==> config.mk <==
export PLATFORM = sky130hd
export DESIGN_NAME = multicycle_cpu
export DESIGN_NICKNAME = d
export VERILOG_FILES = /design/src/rtl/multicycle_cpu.sv
export SDC_FILE = /design/constraint.sdc
export NUM_CORES = 2
export LEC_CHECK = 0
export CAP_MARGIN = 30
export CORE_MARGIN = 5
export CORE_UTILIZATION = 55
export CTS_BUF_LIST = sky130_fd_sc_hd__clkbuf_2
export CTS_CLUSTER_DIAMETER = 50
export CTS_CLUSTER_SIZE = 10
export DETAILED_ROUTE_END_ITERATION = 12
export PLACE_DENSITY = 0.72
export SLEW_MARGIN = 20
export SYNTH_ARGS = -nofsm -noshare
export SYNTH_HDL_FRONTEND = slang
export SYNTH_SLANG_ARGS = --single-unit
==> constraint.sdc <==
create_clock -name clk -period 12.45 [get_ports clk]
set_input_delay 3.735 -clock clk [delete_from_list [all_inputs] [get_ports clk]]
set_output_delay 3.735 -clock clk [all_outputs]
set_load 0.01 [all_outputs]
==> src/rtl/multicycle_cpu.sv <==
// multicycle_cpu
//   Multicycle ARM-subset core with a single unified memory port. Instructions
//   and data share one req/ready handshake, so any access may stall for any
//   number of wait states. Internal 16x32 register file, NZCV flags and an
//   FSM controller that drives every memory-side output from a register.
//
// Parameters
//   ADDR_W    byte-address width of the PC and mem_addr
//   RESET_PC  PC value loaded on reset
//
// Ports
//   clk           in   rising-edge clock
//   rst           in   asynchronous active-low reset
//   mem_req       out  memory transaction request
//   mem_we        out  1 = write, 0 = read (meaningful while mem_req)
//   mem_addr      out  word-aligned byte address
//   mem_wdata     out  store data
//   mem_rdata     in   read data, valid with mem_ready
//   mem_ready     in   transaction completes on an edge with mem_req & mem_ready
//   halted        out  core parked in HALT
//   perf_cycles   out  cycles since reset         (MCPU_PERF_EN only)
//   perf_retired  out  instructions retired       (MCPU_PERF_EN only)
//
// Build option
//   MCPU_PERF_EN  adds the two performance counters and their ports.

module multicycle_cpu #(
    parameter int                ADDR_W   = 13,
    parameter logic [ADDR_W-1:0] RESET_PC = '0
) (
    input  logic              clk,
    input  logic              rst,
    output logic              mem_req,
    output logic              mem_we,
    output logic [ADDR_W-1:0] mem_addr,
    output logic [31:0]       mem_wdata,
    input  logic [31:0]       mem_rdata,
    input  logic              mem_ready,
    output logic              halted
`ifdef MCPU_PERF_EN
    ,
    output logic [31:0]       perf_cycles,
    output logic [31:0]       perf_retired
`endif
);

    typedef enum logic [3:0] {
        S_FETCH, S_DECODE, S_EXEC, S_ALUWB, S_MEMADDR,
        S_MEMREAD, S_MEMWB, S_MEMWRITE, S_BRANCH, S_HALT
    } state_t;

    localparam logic [3:0]        CMD_AND = 4'b0000;
    localparam logic [3:0]        CMD_SUB = 4'b0010;
    localparam logic [3:0]        CMD_ADD = 4'b0100;
    localparam logic [3:0]        CMD_CMP = 4'b1010;
    localparam logic [3:0]        CMD_ORR = 4'b1100;
    localparam logic [ADDR_W-1:0] ADDR_ALIGN = ~ADDR_W'(3);

    state_t            state;
    logic [ADDR_W-1:0] pc;
    logic [31:0]       ir;
    logic [31:0]       regs [16];
    logic [31:0]       opa, opb, rdval, result;
    logic              flag_n, flag_z, flag_c, flag_v;

    // Instruction fields, always taken from the latched instruction register
    logic [3:0]  cond, cmd, rn, rd, rm;
    logic [1:0]  op;
    logic        i_bit, s_bit, u_bit, l_bit, is_halt;
    logic [7:0]  imm8;
    logic [11:0] imm12;

    assign cond    = ir[31:28];
    assign op      = ir[27:26];
    assign i_bit   = ir[25];
    assign cmd     = ir[24:21];
    assign u_bit   = ir[23];
    assign s_bit   = ir[20];
    assign l_bit   = ir[20];
    assign rn      = ir[19:16];
    assign rd      = ir[15:12];
    assign rm      = ir[3:0];
    assign imm8    = ir[7:0];
    assign imm12   = ir[11:0];
    assign is_halt = (ir == 32'hFFFF_FFFF);

    // pc already points past the instruction during DECODE, so R15 reads as
    // instruction address + 8 by adding one more word.
    logic [31:0] r15val, rn_val, rm_val, rd_val;
    assign r15val = 32'(pc) + 32'd4;
    assign rn_val = (rn == 4'd15) ? r15val : regs[rn];
    assign rm_val = (rm == 4'd15) ? r15val : regs[rm];
    assign rd_val = (rd == 4'd15) ? r15val : regs[rd];

    // Address arithmetic wraps at ADDR_W bits and is always word aligned
    logic [ADDR_W-1:0] mem_ea, br_target, wb_target;
    assign mem_ea    = ADDR_W'(u_bit ? opa + 32'(imm12) : opa - 32'(imm12)) & ADDR_ALIGN;
    assign br_target = ADDR_W'(r15val + {{6{ir[23]}}, ir[23:0], 2'b00}) & ADDR_ALIGN;
    assign wb_target = ADDR_W'(result) & ADDR_ALIGN;

    // Condition check against the current flags; the 1111 code (other than
    // the HALT word) executes unconditionally like AL.
    logic cond_pass;
    always_comb begin
        cond_pass = 1'b1;
        case (cond)
            4'h0: cond_pass = flag_z;
            4'h1: cond_pass = !flag_z;
            4'h2: cond_pass = flag_c;
            4'h3: cond_pass = !flag_c;
            4'h4: cond_pass = flag_n;
            4'h5: cond_pass = !flag_n;
            4'h6: cond_pass = flag_v;
            4'h7: cond_pass = !flag_v;
            4'h8: cond_pass = flag_c && !flag_z;
            4'h9: cond_pass = !flag_c || flag_z;
            4'hA: cond_pass = (flag_n == flag_v);
            4'hB: cond_pass = (flag_n != flag_v);
            4'hC: cond_pass = !flag_z && (flag_n == flag_v);
            4'hD: cond_pass = flag_z || (flag_n != flag_v);
            default: cond_pass = 1'b1;
        endcase
    end

    // ALU: subtraction carry is "no borrow"; logical ops leave C and V alone.
    // Unlisted commands pass operand 2 through like a move.
    logic [32:0] sum, diff;
    logic [31:0] alu_res;
    logic        alu_c, alu_v;
    assign sum  = {1'b0, opa} + {1'b0, opb};
    assign diff = {1'b0, opa} - {1'b0, opb};
    always_comb begin
        alu_res = opb;
        alu_c   = flag_c;
        alu_v   = flag_v;
        case (cmd)
            CMD_AND: alu_res = opa & opb;
            CMD_ORR: alu_res = opa | opb;
            CMD_ADD: begin
                alu_res = sum[31:0];
                alu_c   = sum[32];
                alu_v   = (opa[31] == opb[31]) && (sum[31] != opa[31]);
            end
            CMD_SUB, CMD_CMP: begin
                alu_res = diff[31:0];
                alu_c   = !diff[32];
                alu_v   = (opa[31] != opb[31]) && (diff[31] != opa[31]);
            end
            default: ;
        endcase
    end

    // Controller. Every transition back to FETCH raises the next fetch request
    // in the same edge so no idle cycle appears between instructions. The only
    // FETCH visit with mem_req low is the first one after reset.
    always_ff @(posedge clk or negedge rst) begin
        if (!rst) begin
            state     <= S_FETCH;
            pc        <= RESET_PC;
            ir        <= '0;
            opa       <= '0;
            opb       <= '0;
            rdval     <= '0;
            result    <= '0;
            flag_n    <= 1'b0;
            flag_z    <= 1'b0;
            flag_c    <= 1'b0;
            flag_v    <= 1'b0;
            mem_req   <= 1'b0;
            mem_we    <= 1'b0;
            mem_addr  <= RESET_PC;
            mem_wdata <= '0;
            halted    <= 1'b0;
            for (int i = 0; i < 16; i++) regs[i] <= '0;
        end else begin
            unique case (state)
                S_FETCH: begin
                    if (!mem_req) begin
                        mem_req  <= 1'b1;
                        mem_we   <= 1'b0;
                        mem_addr <= pc;
                    end else if (mem_ready) begin
                        ir      <= mem_rdata;
                        pc      <= pc + ADDR_W'(4);
                        mem_req <= 1'b0;
                        state   <= S_DECODE;
                    end
                end
                S_DECODE: begin
                    opa   <= rn_val;
                    opb   <= i_bit ? {24'b0, imm8} : rm_val;
                    rdval <= rd_val;
                    if (is_halt) begin
                        halted <= 1'b1;
                        state  <= S_HALT;
                    end else if (!cond_pass || op == 2'b11) begin
                        mem_req  <= 1'b1;
                        mem_addr <= pc;
                        state    <= S_FETCH;
                    end else begin
                        case (op)
                            2'b00:   state <= S_EXEC;
                            2'b01:   state <= S_MEMADDR;
                            default: state <= S_BRANCH;
                        endcase
                    end
                end
                S_EXEC: begin
                    result <= alu_res;
                    if (s_bit || cmd == CMD_CMP) begin
                        flag_n <= alu_res[31];
                        flag_z <= (alu_res == 32'd0);
                        flag_c <= alu_c;
                        flag_v <= alu_v;
                    end
                    if (cmd == CMD_CMP) begin
                        mem_req  <= 1'b1;
                        mem_addr <= pc;
                        state    <= S_FETCH;
                    end else begin
                        state <= S_ALUWB;
                    end
                end
                S_ALUWB, S_MEMWB: begin
                    mem_req <= 1'b1;
                    state   <= S_FETCH;
                    if (rd == 4'd15) begin
                        pc       <= wb_target;
                        mem_addr <= wb_target;
                    end else begin
                        regs[rd] <= result;
                        mem_addr <= pc;
                    end
                end
                S_MEMADDR: begin
                    mem_req  <= 1'b1;
                    mem_we   <= !l_bit;
                    mem_addr <= mem_ea;
                    if (!l_bit) mem_wdata <= rdval;
                    state    <= l_bit ? S_MEMREAD : S_MEMWRITE;
                end
                S_MEMREAD: begin
                    if (mem_ready) begin
                        result  <= mem_rdata;
                        mem_req <= 1'b0;
                        state   <= S_MEMWB;
                    end
                end
                S_MEMWRITE: begin
                    if (mem_ready) begin
                        mem_we   <= 1'b0;
                        mem_addr <= pc;
                        state    <= S_FETCH;
                    end
                end
                S_BRANCH: begin
                    pc       <= br_target;
                    mem_req  <= 1'b1;
                    mem_addr <= br_target;
                    state    <= S_FETCH;
                end
                S_HALT: ;
            endcase
        end
    end

`ifdef MCPU_PERF_EN
    // An instruction retires on the edge that sends the FSM back to FETCH.
    // The cycle counter freezes on the edge that recognises HALT.
    logic retire, halt_now;
    assign halt_now = (state == S_DECODE) && is_halt;
    assign retire   = ((state == S_DECODE) && !is_halt && (!cond_pass || op == 2'b11)) ||
                      ((state == S_EXEC) && cmd == CMD_CMP) ||
                      (state == S_ALUWB) || (state == S_MEMWB) || (state == S_BRANCH) ||
                      ((state == S_MEMWRITE) && mem_ready);

    always_ff @(posedge clk or negedge rst) begin
        if (!rst) begin
            perf_cycles  <= '0;
            perf_retired <= '0;
        end else begin
            if (state != S_HALT && !halt_now) perf_cycles <= perf_cycles + 32'd1;
            if (retire) perf_retired <= perf_retired + 32'd1;
        end
    end
`endif

endmodule

Word level (Yosys, flattened, before mapping)
Index checks and enable logic that the tools add are counted.
W data, S select, Z words.
Cells by class
  shifts and indexed selects: 0
  bitwise operators: 7
  multipliers: 0
  order comparisons: 4
  add/subtract/negate cells: 7
  equality and inequality tests: 45
  reductions and logical operators: 44
  multiplexer cells: 52
  divide/modulo/power cells: 0
Operator list (number)
  $bwmux W512: 1
  $bmux W32 S4: 3
  $mux W32: 12
  $demux W32 S4: 1
  $pmux W32 S4: 1
  $mux W13: 9
  $pmux W13 S7: 1
  $pmux W32 S2: 1
  $eq A4 B4 Y1 const B: 12
  $pmux W13 S3: 1
  $eq A4 B3 Y1 const B: 9
  $add A32 B32 Y33: 1
  $sub A32 B32 Y33: 1
  $and A32 B32 Y32: 1
  $eq A32 B32 Y1 const B: 1
  $logic_not A32 Y1: 1
  $or A32 B32 Y32: 1
  $pmux W4 S7: 1
  $mux W4: 6
  $eq A4 B2 Y1 const B: 5
  $ne A2 B2 Y1 const B: 8
  $ge A5 B5 Y1 const B: 3
  $not A4 Y5: 3
  $add A13 B3 Y14 const B: 1
  34 further kinds: 75
Word-level totals
  RAM bits: 0
  bits in latches: 0
  register bits: 741
  output and inout port bits: 48
  input port bits: 35
  bits in read-only memories: 0
  word-level logic and storage cells: 191
  memories: 0

Depth between registers and ports, before layout
  word-level depth: 8
  depth in mapped cells: 19
  mapped depth without buffers: 16

Worst setup path before layout
Ideal clock, no wire load.
  kind: input to register
  from: input mem_ready
  to: register mem_addr[11]
  stages on the path: 8
  required time: 12362 ps
  data arrival time: 5418 ps
  slack: 6944 ps
  path buffers: 2
  library setup time: 88 ps
  cells stage by stage: clkbuf_1 -> nor2b_1 -> o21ai_0 -> nand2_1 -> nor4_1 -> clkbuf_1 -> nor2_1 -> a41oi_1
On the way
  longest elaborated chain between the ends: 2
RTL lines
  start, declared: RTL line 38  | input logic mem_ready,
  $ne A2 B2 Y1 (no line)
  $reduce_and A6 Y1 (no line)
  end signal, assigned: RTL line 181  | mem_addr <= pc;
  end signal, assigned: RTL line 198  | mem_addr <= pc;
  end signal, assigned: RTL line 218  | mem_addr <= pc;
  end, declared: RTL line 35  | output logic [ADDR_W-1:0] mem_addr,
Every way passes these cells.
A chain may end at the register's enable or synchronous reset.

Worst setup path in the final report
  from: register mem_req
  to: output mem_req
RTL lines
  start, declared: RTL line 33  | output logic mem_req,
  start signal, assigned: RTL line 169  | mem_req <= 1'b0;
  start signal, assigned: RTL line 179  | mem_req <= 1'b1;
  start signal, assigned: RTL line 185  | mem_req <= 1'b0;
No word-level cell between the ends.

==> summary.md <==
| Metric | Value |
|---|---|
| Slowest stage delay, CP | 0.63 ns |
| Die height | a little over 300 microns |
| Hold WS | between 0.3 and 0.4 ns |
| Setup Fix Bufs, Post-CTS | 0 |
| Setup Skew | ~0.17 ns |
| Worst-path clk slew | around 0.16 ns |
| H-tree lvl count | 3 |
| First-pass GRT wire length | 223000 microns |
| Maxcap violations | 0 |
| Final Max Tran Viols | 0 |
| Met2 WL | approximately 66000 microns |
| Total core area | approximately 0.085 sq mm |
| Crit path DAT | about 2.5 ns |
| DRT antenna net count | 0 |
| Leakage | about 0.021 uW |
| Post-synth top area cell | dfrtp_1 |
| Slowest CP cell | clkdlybuf4s50_1 |
| Maximum VDD drop | 0.249 mV |
| DRC viols | 0 |
| Final setup violating endpoints | 0 |
| WP data required | between 8 and 9 ns |
| Hold_buf cts | 0 |
| Syn nets | between 4000 and 5000 |
| Startpoint types | register |
| Min Clock Period, post-route | about 6.2 ns |
| CP delay by family, top | buffers and inverters |
| WS Path Type | reg -> out |
| Post-synth EDFFs | 0 |
| Layout Area Growth over Synthesis | 5.31% |
| Post-synthesis instance area | between 0.04 and 0.05 sq mm |
| Layout net count | around 4000 |
| Initial DRC Count | between 4000 and 5000 |
| Total Wirelength | 147000 microns |
| Syn Area/Cell | between 10 and 15 sq um |
| WL/cell | roughly 30 microns |
| IO Pins | between 80 and 90 |
| Initial Util | roughly 55% |
| Synth warnings | 0 |
| Post-synthesis sequential area ratio | around two fifths |
| I/O Buffers | slightly above 80 |
| Layout cells sized above 1 | roughly a third |
| Rows | roughly 110 |
| CP endpoint kind | output pin |
| RSZ-0062 raised after global routing | no |
| Synth top area share | between 30% and 40% |
| Num CTS Buffers | 93 |
| Die area | between 0.09 and 0.1 sq mm |
| Met3 wire len | ~18000 microns |
| Via count | about 35000 |
| HP Class | reg -> reg |
| Clock Tree Root | clkbuf_2 |
| Synth top area cells | dfrtp_1 39%, mux4_2 21%, mux2_2 12% |
| Cells after Synth | ~3900 |
| FILL cells | about 7000 |
| DR top layer | met5 |
| Worst slew margin | 26.7% |
| Instance area at placement | approximately 0.049 sq mm |
| Pwr dens | 256 mW/mm^2 |
| Clk_lat worst skew | around 1.3 ns |
| M1 WL | approximately 56000 microns |
| Main synth FF type | dfrtp_1 |
| Yosys cell types | 93 |
| Vias per Instance | 7.08 |
| Fmax | 161 MHz |
| Final Hold Viols | 0 |
| Final Cell Area | roughly 0.05 sq mm |
| Critical Path Fanout Max | 7 |
| Chip Width | a little over 300 microns |
| Status | completed |
| Layout Utilization | 58.3% |
| Worst-Margin Slew | 1.10 ns |
| Synth async-reset ratio | 100% |
| DPL Wire Length | about 95000 microns |
| Commonest non-fill, non-tap cell in the layout | dfrtp_1 |
| Fin crit share | 49.8% |
| Multi-input gate area | 0.0266 sq mm |
| Vias in the first global route | around 35000 |
| Antenna violations before repair | 8 |
| Most frequent cells in the layout | 729 x dfrtp_1, 514 x mux2_2, 441 x mux4_2 |
| GRT Residual Overflow | 0 |
| Setup TNS | 0 ns |
| Routability cong. | 0.972 |
| Clock sink total | between 700 and 800 |
| Yosys reg bits | about 740 |
| Clock Tree Buf Depth | 3 |
| Largest net degree at the start of global routing | roughly 170 |
| First-pass DRT Iterations | 9 |
| CTS tree | built |
| Flip-flop and latch area | between 0.015 and 0.02 sq mm |
| Gr usage total | between 30% and 40% |
| Crit-path cells | clkdlybuf4s50_1 |
| Bufs and invs on worst path | 1 |
| CTS-repair resized insts | 0 |
-- report_power, final --
group | total [uW] | leakage [uW] | internal (uW) | switching, uW
registers | 4320 | 0.00994 | 3130 | 1180
clock network | 1190 | 0.000568 | 311 | 878
logic | 7170 | 0.0106 | 3210 | 3960
-- worst paths after layout --
check,depth (start not counted),slack [ns],from,endpoint
max,1,6.24,mem_req,mem_req
min,0,0.40,regs[1],regs[1]
max reg2reg,13,7.90,opa[4],flag_z
min reg2reg,0,0.40,regs[1],regs[1]
max in group asynchronous,3,7.69,rst,ir[2]
min in group asynchronous,1,2.47,rst,opb[30]
-- flip-flops by register name, indices dropped and copies added (netlist names), 4 cells and up --
name,count
ir,32
mem_addr,13
mem_wdata,32
opa,32
opb,32
pc,13
rdval,32
regs,512
result,32
state,4
-- area by class of cell --
| cell class | count | share of cell area [%] |
|---|---|---|
| clock buffers | 110 | 1.11 |
| repair buffers | 159 | 3.11 |
| multi-input cells | 2646 | 53.7 |
| flip-flops and latches | 741 | 37.5 |
| clock inverters | 28 | 0.457 |
| diodes | 2 | 0.0101 |
| well taps | 1144 | 2.89 |
| inverters | 161 | 1.22 |
-- through the flow --
step	cells	setup WS, ns	total power (uW)
floorplan	3910	6.94	9000
detailed placement	4846	6.18	11300
CTS	4984	6.12	12500
global route	4990	6.17	13400
global placement	4844	6.17	11100
finish	4991	6.24	12700
-- synthesized netlist by cell type (40+ instances only) --
cell	count
o211ai_1	40
o21ai_0	223
mux2i_1	55
dfrtp_1	741
o22ai_1	46
clkbuf_1	260
buf_1	69
mux2_2	514
ha_1	129
nor2_1	178
a21oi_1	161
inv_1	160
mux4_2	441
nand2_1	281
-- metal layers --
metal / vias up / global-route usage, %
met5: - / 0
met4: 4 / 12.4
met3: 411 / 8.62
met2: 2306 / 47.9
met1: 18000 / 45.7
li1: 14600 / -
-- logic make-up after synthesis --
logic type / synth area share (%)
muxes: 34.6
buffers and inverters: 4.30
xor gates and xnor gates: 1.02
DFF: 39.4
and+or+nand+nor: 6.68
AOI/OAI and AO/OA: 10.4
adders and majority gates: 3.56
Note: power is estimated with default switching activity, not from simulation.
